File: src/rtl/major_state.sv
// Major-state sequencer for the PDP-8e core: Fetch/Defer/Execute/Halt sub-cycles and
// instruction latch. Optional build macro SINGLE_STEP_EN enables the sstep halt input.
module major_state #(
  parameter logic [3:0] F0 = 4'd0,
  parameter logic [3:0] F1 = 4'd1,
  parameter logic [3:0] F2 = 4'd2,
  parameter logic [3:0] F3 = 4'd3,
  parameter logic [3:0] D0 = 4'd4,
  parameter logic [3:0] D1 = 4'd5,
  parameter logic [3:0] D2 = 4'd6,
  parameter logic [3:0] D3 = 4'd7,
  parameter logic [3:0] E0 = 4'd8,
  parameter logic [3:0] E1 = 4'd9,
  parameter logic [3:0] E2 = 4'd10,
  parameter logic [3:0] E3 = 4'd11,
  parameter logic [3:0] H0 = 4'd12
) (
  input  logic        clk,
  input  logic        reset,
  input  logic [0:11] mdout,
  input  logic        run,
  input  logic        sstep,
  input  logic        cont,
  output logic [3:0]  state,
  output logic [0:11] instruction,
  output logic        halted,
  output logic        inst_done
);

  typedef enum logic [3:0] {
    StF0 = F0, StF1 = F1, StF2 = F2, StF3 = F3,
    StD0 = D0, StD1 = D1, StD2 = D2, StD3 = D3,
    StE0 = E0, StE1 = E1, StE2 = E2, StE3 = E3,
    StH0 = H0
  } state_e;

  state_e      state_q, state_d;
  logic [0:11] instr_q;
  logic        halted_q, halted_d;
  logic        done_q, done_d;
  logic        step_halt;

`ifdef SINGLE_STEP_EN
  assign step_halt = sstep;
`else
  logic unused_sstep;
  assign unused_sstep = sstep;
  assign step_halt    = 1'b0;
`endif

  logic [2:0] op;
  logic       ind;
  logic       is_hlt;
  logic       ends_at_f3;
  state_e     eoi_state;

  assign op     = instr_q[0:2];
  assign ind    = instr_q[3];
  assign is_hlt = (instr_q[0:3] == 4'b1111) && instr_q[10] && !instr_q[11];
  // JMP direct, IOT, OPR (including HLT) finish without defer or execute.
  assign ends_at_f3 = is_hlt || (op >= 3'd6) || (op == 3'd5 && !ind);
  assign eoi_state  = (!run || step_halt) ? StH0 : StF0;

  always_comb begin
    state_d = StH0;
    unique case (state_q)
      StF0: state_d = StF1;
      StF1: state_d = StF2;
      StF2: state_d = StF3;
      StF3: begin
        if (is_hlt)                     state_d = StH0;
        else if (op <= 3'd5 && ind)     state_d = StD0;
        else if (op <= 3'd4)            state_d = StE0;
        else                            state_d = eoi_state;
      end
      StD0: state_d = StD1;
      StD1: state_d = StD2;
      StD2: state_d = StD3;
      StD3: state_d = (op == 3'd5) ? eoi_state : StE0;
      StE0: state_d = StE1;
      StE1: state_d = StE2;
      StE2: state_d = StE3;
      StE3: state_d = eoi_state;
      StH0: state_d = cont ? StF0 : StH0;
      default: state_d = StH0;
    endcase
  end

  // Instruction is already latched by the time F3 is entered, so the last-cycle flag
  // can be registered alongside the state it belongs to.
  always_comb begin
    done_d   = 1'b0;
    halted_d = (state_d == StH0);
    unique case (state_d)
      StF3:    done_d = ends_at_f3;
      StD3:    done_d = (op == 3'd5);
      StE3:    done_d = 1'b1;
      default: done_d = 1'b0;
    endcase
  end

  always_ff @(posedge clk or negedge reset) begin
    if (!reset) begin
      state_q  <= StH0;
      instr_q  <= 12'o0000;
      halted_q <= 1'b1;
      done_q   <= 1'b0;
    end else begin
      state_q  <= state_d;
      halted_q <= halted_d;
      done_q   <= done_d;
      if (state_q == StF1) instr_q <= mdout;
    end
  end

  assign state       = state_q;
  assign instruction = instr_q;
  assign halted      = halted_q;
  assign inst_done   = done_q;

endmodule

File: config.mk
export PLATFORM = sky130hd
export DESIGN_NAME = major_state
export DESIGN_NICKNAME = d
export VERILOG_FILES = /design/src/rtl/major_state.sv
export SDC_FILE = /design/constraint.sdc
export NUM_CORES = 1
export LEC_CHECK = 0
export BUFFER_PORTS_ARGS = -buffer_cell sky130_fd_sc_hd__buf_2
export CORE_MARGIN = 4
export CORE_UTILIZATION = 45
export CTS_CLUSTER_DIAMETER = 50
export DETAILED_ROUTE_END_ITERATION = 7
export GPL_ROUTABILITY_DRIVEN = 0
export PLACE_DENSITY = 0.75
export SKIP_LAST_GASP = 1
export SYNTH_ARGS = -nofsm -noshare
export SYNTH_HDL_FRONTEND = slang
export SYNTH_SLANG_ARGS = --single-unit
File: constraint.sdc
create_clock -name clk -period 2.25 [get_ports clk]
set_input_delay 0.5625 -clock clk [delete_from_list [all_inputs] [get_ports clk]]
set_output_delay 0.5625 -clock clk [all_outputs]
set_load 0.1 [all_outputs]
==> flow_metrics.env <==
export IMPL_worst_path_max_delay_cell="dfstp_2"
export IMPL_ys_warn_count=0
export IMPL_wire_per_inst_um=13.4
export IMPL_period_needed_ns=1.96
export IMPL_placed_cell_area_mm2=0.00107
export IMPL_hold_viol_final=0
export IMPL_max_clock_freq_ghz=0.510
export IMPL_syn_avg_cell_area_um2=11.7
export IMPL_design_core_area_mm2=0.00180
export IMPL_first_pass_iters=4
export IMPL_async_flop_share_pct=100
export IMPL_crit_end="state[2]"
export IMPL_cts_buffers=3
export IMPL_design_area_mm2=0.00110
export IMPL_seq_area_frac_synth_pct=51.0
export IMPL_via_per_inst=5.34
export IMPL_hpwl_um=1350
export IMPL_cts_tree="done"
export IMPL_synth_edf_count=0
export IMPL_cts_sinks=18
export IMPL_reg2reg_to="inst_done"
export IMPL_rrSetupSlack_ns=0.62
export IMPL_grt_usage_pct=14.9
export IMPL_cp_end_kind="output pin"
export IMPL_routed_wl_um=1810
export IMPL_r2r_cells=4
export IMPL_nets=128
export IMPL_cts_htree_levels=1
export IMPL_drive_gt1_share_pct=52.7
export IMPL_ys_ff_latch=18
export IMPL_max_slew_worst_pin_slew_ns=0.492
export IMPL_fill_cells=170
export IMPL_rows=15
export IMPL_post_cts_buffers=0
export IMPL_critPathKind="reg2out"
export IMPL_fin_cells=135
export IMPL_io_buffers=33
export IMPL_clkTransAtPathRegs_ns=0.10
export IMPL_crit_arrival_ns=1.40
export IMPL_ctsResizeCount=0
export IMPL_postCtsHoldBufs=0
export IMPL_ys_flop_type="dfrtp_1"
export IMPL_hold_class="in2async"
export IMPL_vias=721
export IMPL_clockBufferDepth=2
export IMPL_synth_cells=76
export IMPL_grt_pass1_vias=700
export IMPL_gr_total_overflow=0
export IMPL_cts_root_buf="clkbuf_4"
export IMPL_maxCapViolations=0
export IMPL_crit_family="flip-flops"
export IMPL_crit_path_start="state[2]"
export IMPL_worstSkewPairLatency_ns=0.29
export IMPL_drc_errors=0
export IMPL_grt_max_degree=19
export IMPL_finalSetupTns_ns=0
export IMPL_relSlewSlack_pct=67.4
export IMPL_setup_viol=0
export IMPL_worst_path_stages=1
export IMPL_die_w_um=52.5
export IMPL_antenna_cells=0
export IMPL_crit_chain="buf_2"
export IMPL_antenna_found_initial=0
export IMPL_outcome="finished clean"
export IMPL_synth_cell_types=30
export IMPL_initial_core_util_pct=49.4
export IMPL_final_max_slew_viol_count=0
export IMPL_cp_start_kind="flop"
export IMPL_ant_nets=0
export IMPL_dieArea_mm2=0.00276
export IMPL_syn_num_nets=93
export IMPL_crit_path_max_fanout=11
export IMPL_rsz0062_at_grt="false"
export IMPL_pin_count=35
export IMPL_reg2reg_from="state[2]"
export IMPL_crit_buf_inv=1
export IMPL_die_h_um=52.5
export IMPL_area_growth_synth_to_final_pct=23.7
export IMPL_syn_cell_area_um2=891
export IMPL_grt_pass1_wl_um=3020
export IMPL_skew_ns=0.00802
export IMPL_critPathMaxStageDelay_ns=0.65
export IMPL_required_ns=1.69
export IMPL_first_iter_violations=11
export IMPL_timing_final_crit_share_pct=87.1
export IMPL_dp_cells=131
[cells in the final DEF (no fill, tap or decap), types with 2 or more instances in the layout]
master	netlist	routed
buf_2	2	33
dfrtp_1	15	15
mux2_2	11	11
inv_1	5	5
o21ai_0	4	4
nand2_1	4	4
a21oi_1	4	4
clkbuf_4	0	3
dfstp_2	3	3
a31oi_1	2	2
nand3_1	2	2
xnor2_1	2	2
nand2b_1	2	2
o22ai_1	2	2
nor2b_1	2	2
[Yosys cell counts (2+ instances only)]
cell type	n	area share [%]
dfrtp_1	15	42
mux2_2	11	14
inv_1	5	2.1
a21oi_1	4	2.2
nand2_1	4	1.7
o21ai_0	4	2.2
dfstp_2	3	8.8
a31oi_1	2	1.4
buf_2	2	1.1
nand2b_1	2	1.4
nand3_1	2	1.1
nor2b_1	2	1.4
o22ai_1	2	1.4
xnor2_1	2	2.0
[registers in the layout, summed over array words and instances, names as in the netlist]
| signal | cells |
|---|---|
| instruction | 12 |
| state | 4 |
| halted | 1 |
| inst_done | 1 |
[layout make-up]
type	instances	area (µm²)	share of cell area [%]
timing repair buffer	34	173	15.7
tap	25	31.3	2.84
multi-input combinational	49	389	35.3
sequential	18	454	41.2
inverter	5	18.8	1.70
clock buffer	4	36.3	3.29
[stage by stage]
stage / util (%) / worst slack [ns] / hold WS [ns]
floorplan: - / 0.00682 / 0.267
global placement: 59.2 / 0.610 / 0.484
detailed placement: 59.2 / 0.608 / 0.492
CTS: 61.2 / 0.282 / 0.184
global route: 61.2 / 0.228 / 0.184
finish: 61.2 / 0.290 / 0.177
[cell families (layout without fill, tap and decap cells)]
kind of cell / Yosys count / after routing / share of synthesized area (%)
mux: 11 / 11 / 13.9
flops: 18 / 18 / 51.0
compound gates: 19 / 19 / 15.3
simple gates: 17 / 17 / 12.5
xor+xnor: 2 / 2 / 1.97
buf+inv: 9 / 43 / 5.34
[how the worst min path moves through the flow]
| stage | endpoint | start | cells after the start | slack, ns |
|---|---|---|---|---|
| after floorplan | inst_done | reset | 0 | 0.27 |
| after global placement | instruction[9] | instruction[9] | 1 | 0.48 |
| after CTS | state[1] | reset | 1 | 0.18 |
| after global routing | state[1] | reset | 1 | 0.18 |
| final | instruction[8] | reset | 1 | 0.18 |
| after detailed placement | instruction[9] | instruction[9] | 1 | 0.49 |
[layer usage]
metal  up-vias  global-route usage (%)  part of all wire, %
met4         0                    7.23                  2.2
met3         7                    3.99                  6.4
met1       343                    18.7                   44
met2        28                    23.6                   47
li1        343                       -                    -
met5         -                       0                    0
Power is left out: the tool's default activity adds up to more than one toggle a clock period on the data nets, which glitch-free logic cannot reach.
